### src/rtl/ovf_event_logger.sv
// Overflow event logger: detects rising edges of an upstream overflow flag and
// queues {sequence, counter snapshot} records in a first-word-fall-through FIFO.
`timescale 1ns/1ps
module ovf_event_logger #(
  parameter int unsigned DEPTH = 4,
  parameter int unsigned CNT_W = 4
) (
  input  logic                     clk,
  input  logic                     reset,
  input  logic [CNT_W-1:0]         counter_in,
  input  logic                     overflow_in,
  input  logic                     evt_ready,
  input  logic                     clear_drop,
  output logic                     evt_valid,
  output logic [7:0]               evt_seq,
  output logic [CNT_W-1:0]         evt_snap,
  output logic [$clog2(DEPTH):0]   fifo_level,
  output logic                     dropped,
  output logic [7:0]               drop_count
);

  localparam int unsigned AW = $clog2(DEPTH);
  localparam int unsigned LW = AW + 1;
  localparam int unsigned RW = 8 + CNT_W;

  logic          r_ovf_q;
  logic [7:0]    r_seq;
  logic [RW-1:0] r_mem [DEPTH];
  logic [AW-1:0] r_wr_ptr;
  logic [AW-1:0] r_rd_ptr;
  logic [LW-1:0] r_level;
  logic          r_evt_valid;
  logic [RW-1:0] r_head;
  logic          r_dropped;
  logic [7:0]    r_drop_count;

  logic          w_evt;
  logic          w_pop;
  logic          w_full;
  logic          w_push;
  logic          w_drop;
  logic [RW-1:0] w_rec;
  logic [AW-1:0] w_rd_nxt;
  logic [AW-1:0] w_wr_nxt;
  logic [LW-1:0] w_level_nxt;
  logic          w_valid_nxt;
  logic [RW-1:0] w_head_nxt;

  // Edge detect, push/pop arbitration and next head selection.
  always_comb begin
    w_evt       = overflow_in & ~r_ovf_q;
    w_pop       = r_evt_valid & evt_ready;
    w_full      = (r_level == LW'(DEPTH));
    w_push      = w_evt & (~w_full | w_pop);
    w_drop      = w_evt & w_full & ~w_pop;
    w_rec       = {r_seq, counter_in};
    w_rd_nxt    = w_pop  ? r_rd_ptr + AW'(1) : r_rd_ptr;
    w_wr_nxt    = w_push ? r_wr_ptr + AW'(1) : r_wr_ptr;
    w_level_nxt = r_level;
    if (w_push && !w_pop) begin
      w_level_nxt = r_level + LW'(1);
    end else if (w_pop && !w_push) begin
      w_level_nxt = r_level - LW'(1);
    end
    w_valid_nxt = (w_level_nxt != '0);
    w_head_nxt  = '0;
    // The freshly pushed record becomes head only when it lands on the next read slot.
    if (w_valid_nxt) begin
      if (w_push && (w_rd_nxt == r_wr_ptr)) begin
        w_head_nxt = w_rec;
      end else begin
        w_head_nxt = r_mem[w_rd_nxt];
      end
    end
  end

  always_ff @(posedge clk) begin
    if (w_push) begin
      r_mem[r_wr_ptr] <= w_rec;
    end
  end

  always_ff @(posedge clk or negedge reset) begin
    if (!reset) begin
      r_ovf_q      <= 1'b0;
      r_seq        <= 8'd0;
      r_wr_ptr     <= '0;
      r_rd_ptr     <= '0;
      r_level      <= '0;
      r_evt_valid  <= 1'b0;
      r_head       <= '0;
      r_dropped    <= 1'b0;
      r_drop_count <= 8'd0;
    end else begin
      r_ovf_q     <= overflow_in;
      r_wr_ptr    <= w_wr_nxt;
      r_rd_ptr    <= w_rd_nxt;
      r_level     <= w_level_nxt;
      r_evt_valid <= w_valid_nxt;
      r_head      <= w_head_nxt;
      if (w_evt) begin
        r_seq <= r_seq + 8'd1;
      end
      // A drop in the clearing cycle wins and restarts the count at one.
      if (w_drop) begin
        r_dropped <= 1'b1;
        if (clear_drop) begin
          r_drop_count <= 8'd1;
        end else if (r_drop_count != 8'hFF) begin
          r_drop_count <= r_drop_count + 8'd1;
        end
      end else if (clear_drop) begin
        r_dropped    <= 1'b0;
        r_drop_count <= 8'd0;
      end
    end
  end

  assign evt_valid  = r_evt_valid;
  assign evt_seq    = r_head[RW-1:CNT_W];
  assign evt_snap   = r_head[CNT_W-1:0];
  assign fifo_level = r_level;
  assign dropped    = r_dropped;
  assign drop_count = r_drop_count;

endmodule
### config.mk
export PLATFORM = sky130hd
export DESIGN_NAME = ovf_event_logger
export DESIGN_NICKNAME = d
export VERILOG_FILES = /design/src/rtl/ovf_event_logger.sv
export SDC_FILE = /design/constraint.sdc
export NUM_CORES = 1
export LEC_CHECK = 0
export BUFFER_PORTS_ARGS = -buffer_cell sky130_fd_sc_hd__clkbuf_2
export CORE_UTILIZATION = 54
export CTS_CLUSTER_DIAMETER = 100
export CTS_CLUSTER_SIZE = 12
export DETAILED_ROUTE_END_ITERATION = 10
export MAX_ROUTING_LAYER = met4
export PLACE_DENSITY = 0.83
export SLEW_MARGIN = 20
export SYNTH_ARGS = -nofsm -noshare
export SYNTH_HDL_FRONTEND = slang
export SYNTH_SLANG_ARGS = --single-unit
### constraint.sdc
create_clock -name clk -period 1.65 [get_ports clk]
set_input_delay 0.0825 -clock clk [delete_from_list [all_inputs] [get_ports clk]]
set_output_delay 0.0825 -clock clk [all_outputs]
set_load 0.02 [all_outputs]
==> impl_metrics.json <==
{
  "period_needed_ns": 1.71,
  "num_vias": 2973,
  "drive_above_1_share_pct": 37.7,
  "critPathLaunchType": "register",
  "grt_pass1_vias": 3011,
  "cp_max_fo": 4,
  "insertion_delay_ns": 0.37,
  "worstMarginPinSlew_ns": 0.623,
  "criticalPathCategory": "register to register",
  "p_sw_uw": 3460,
  "required_ns": 1.91,
  "synthArstFlopShare_pct": 44.2,
  "routed.top_layer": "met4",
  "timing.final.ws_setup_ns": -0.0596,
  "power_density_nw_per_um2": 1670,
  "p_clk_share_pct": 15.6,
  "drt_first_pass_iters": 4,
  "die_area_sq_um": 8150,
  "leakagePower_uw": 0.00213,
  "synth_area_per_cell_sq_um": 12.6,
  "grt-ovfl-total": 0,
  "max_freq_mhz": 585,
  "violations": "setup timing",
  "path_cells": "xnor2_4 -> and4_4 -> o31ai_4 -> buf_6 -> nor2_2 -> a311oi_2",
  "io_pins": 34,
  "antenna-diode-count": 0,
  "yosys.area.top_type": "edfxtp_1",
  "endpoint_kind": "register",
  "grt_first_pass_wirelength_um": 15200,
  "fill_cells": 470,
  "num-nets-final": 429,
  "r2r_end": "r_head[10]",
  "synth_nets": 351,
  "yosysSeqAreaShare_pct": 56.9,
  "post_dp_cell_area_sq_um": 4780,
  "gr-usage-all-layers_pct": 25.3,
  "globalplace.congestion": 0.829,
  "power.share.combinational_pct": 47.0,
  "netlist_instances": 333,
  "cts_sinks": 86,
  "multi_input_area_sq_um": 1840,
  "antenna_found_initial": 0,
  "utilization_pct": 71.2,
  "row_count": 31,
  "hpwl_um": 6380,
  "wl_met3_um": 542,
  "clkSlewWorstSetupHoldPaths_ns": 0.10,
  "cp_slowest_stage_delay_ns": 0.45,
  "yosysMostFrequentCell": "edfxtp_1",
  "status": "finished with violations",
  "grt_max_degree": 28,
  "fp.coreArea_sq_um": 7410,
  "hold_class": "input port to asynchronous set/reset pin",
  "crit_family": "compound AO/OA/AOI/OAI gates",
  "min_period_over_period_pct": 104,
  "initialDrtViolationCount": 231,
  "htreeDepth": 3,
  "numCtsBuffers": 9,
  "wl_met1_um": 4120,
  "synth-edff-count": 48,
  "arrival_ns": 1.97,
  "worst_path_max_delay_cell": "dfrtp_2",
  "ys_top_cells_by_area": "edfxtp_1 (34%), dfrtp_1 (23%), mux2i_1 (8.1%)",
  "syn_area_sq_um": 4210,
  "grt_setup_unrepaired": "true",
  "cts.path.max_buffers": 2,
  "die_h_um": 90.3,
  "ant_nets": 0,
  "cts-root-buf": "clkbuf_8",
  "die_w_um": 90.3,
  "final_area_sq_um": 5280,
  "cts_tree": "yes",
  "start_util_pct": 56.8,
  "ys_seq_elements": 86,
  "p_seq_share_pct": 37.3,
  "rr_worst_depth": 6,
  "viasPerCell": 5.77,
  "drv_cap": 0,
  "startpoint": "r_wr_ptr[1]",
  "area_delta_synth_final_pct": 25.5,
  "regToRegSetupSlack_ns": -0.06,
  "synth_cell_types": 49,
  "slew_headroom_pct": 58.4,
  "synth_top_area_share_pct": 34.3,
  "routedWlPerCell_um": 18.7,
  "drcViolationCount": 0,
  "numPortBuffers": 33,
  "fin_worst_skew_ns": 0.0168,
  "ir_drop_mv": 0.767,
  "seqCellArea_sq_um": 2400,
  "yosysWarnings": 0,
  "p_sw_share_pct": 39.3,
  "intPower_uw": 5350,
  "r2r-start": "r_wr_ptr[1]",
  "finalHoldViolations": 0,
  "setup_viol": 12,
  "maxSlewViolCount": 0,
  "synth_ff_type": "edfxtp_1",
  "ys_top_cells_by_count": "edfxtp_1 (48), dfrtp_1 (38), mux2i_1 (34)",
  "total_power_uw": 8820,
  "crit_buf_inv": 1,
  "routed-wl-met2_um": 4760,
  "routed_wl_um": 9640
}
## metrics by stage
| stage | TNS [ns] | setup slack [ns] | instances | hold WS [ns] |
|---|---|---|---|---|
| 6_report | -0.292 | -0.0596 | 515 | 0.255 |
| 3_3_place_gp | -0.119 | -0.0870 | 485 | 0.109 |
| 5_1_grt | -3.09 | -0.124 | 515 | 0.297 |
| 4_1_cts | -0.418 | -0.0477 | 510 | 0.257 |
| 3_5_place_dp | -0.383 | -0.170 | 485 | 0.125 |
| 2_1_floorplan | 0 | 0.000485 | 333 | -0.213 |
## kinds of logic after synthesis
family | Yosys count | share of synthesized area, %
xor gates and xnor gates | 20 | 4.34
and+or+nand+nor | 91 | 11.2
adders and majority gates | 9 | 2.68
buffers and inverters | 29 | 3.69
AOI/OAI and AO/OA | 64 | 13.2
DFF | 86 | 56.9
muxes | 34 | 8.09
## repair_timing
| action | CTS | global route |
|---|---|---|
| hold buffers | 7 | 0 |
| pin swaps | 15 | 10 |
| gates resized for setup | 24 | 19 |
| setup buffers | 2 | 5 |
| setup endpoints to repair | 21 | 67 |
| endpoints found under the hold margin | 47 | 0 |
| gates cloned | 0 | 0 |
## state kept, by name, summed over array words and instances, names as in the netlist
| register | cells |
|---|---|
| r_wr_ptr | 2 |
| r_rd_ptr | 2 |
| dropped | 1 |
| r_head | 12 |
| drop_count | 8 |
| r_mem | 48 |
| evt_valid | 1 |
| fifo_level | 3 |
| r_seq | 8 |
| r_ovf_q | 1 |
## placed cells by master, fill, tap and decap left out, types with 5 or more instances in the layout
cell	n
a211oi_1	6
a211oi_2	5
a21oi_2	12
and2_4	5
buf_12	6
buf_4	33
buf_6	9
clkbuf_2	33
clkbuf_8	9
dfrtp_1	32
dfrtp_2	6
dlygate4sd3_1	7
edfxtp_1	48
ha_1	8
inv_1	5
mux2i_1	34
nand2_1	29
nand3_1	9
nand4_1	6
nor2_1	10
nor3_1	11
o221ai_2	9
o22ai_1	11
xnor2_1	9
xor2_1	8
## worst max path at each step
stage | end | cells past startpoint
floorplan | r_head[1] | 8
global placement | r_head[10] | 6
detailed placement | r_head[10] | 6
CTS | r_head[10] | 6
global route | r_head[0] | 7
finish | r_head[10] | 6
## cell type report
class / count / share of cell area [%]
Inverter: 8 / 0.569
Clock buffer: 9 / 2.35
Timing Repair Buffer: 88 / 13.3
Clock inverter: 7 / 1.04
Multi-Input combinational cell: 218 / 34.9
Sequential cell: 86 / 45.5
Tap cell: 99 / 2.35
## power groups by stage
stage               clock (uW)  combinational (uW)  sequential [uW]
floorplan                    0                2290             3420
global placement             0                3510             3270
detailed placement           0                3640             3290
CTS                       1390                3900             3250
global route              1490                4450             3350
finish                    1380                4150             3290
## per-layer routing
layer | up-vias | global-route usage (%)
met2 | 81 | 38.4
li1 | 1399 | -
met4 | 0 | 10.9
met1 | 1472 | 32.2
met3 | 21 | 6.65
met5 | - | -
(Power assumes the default switching activity.)
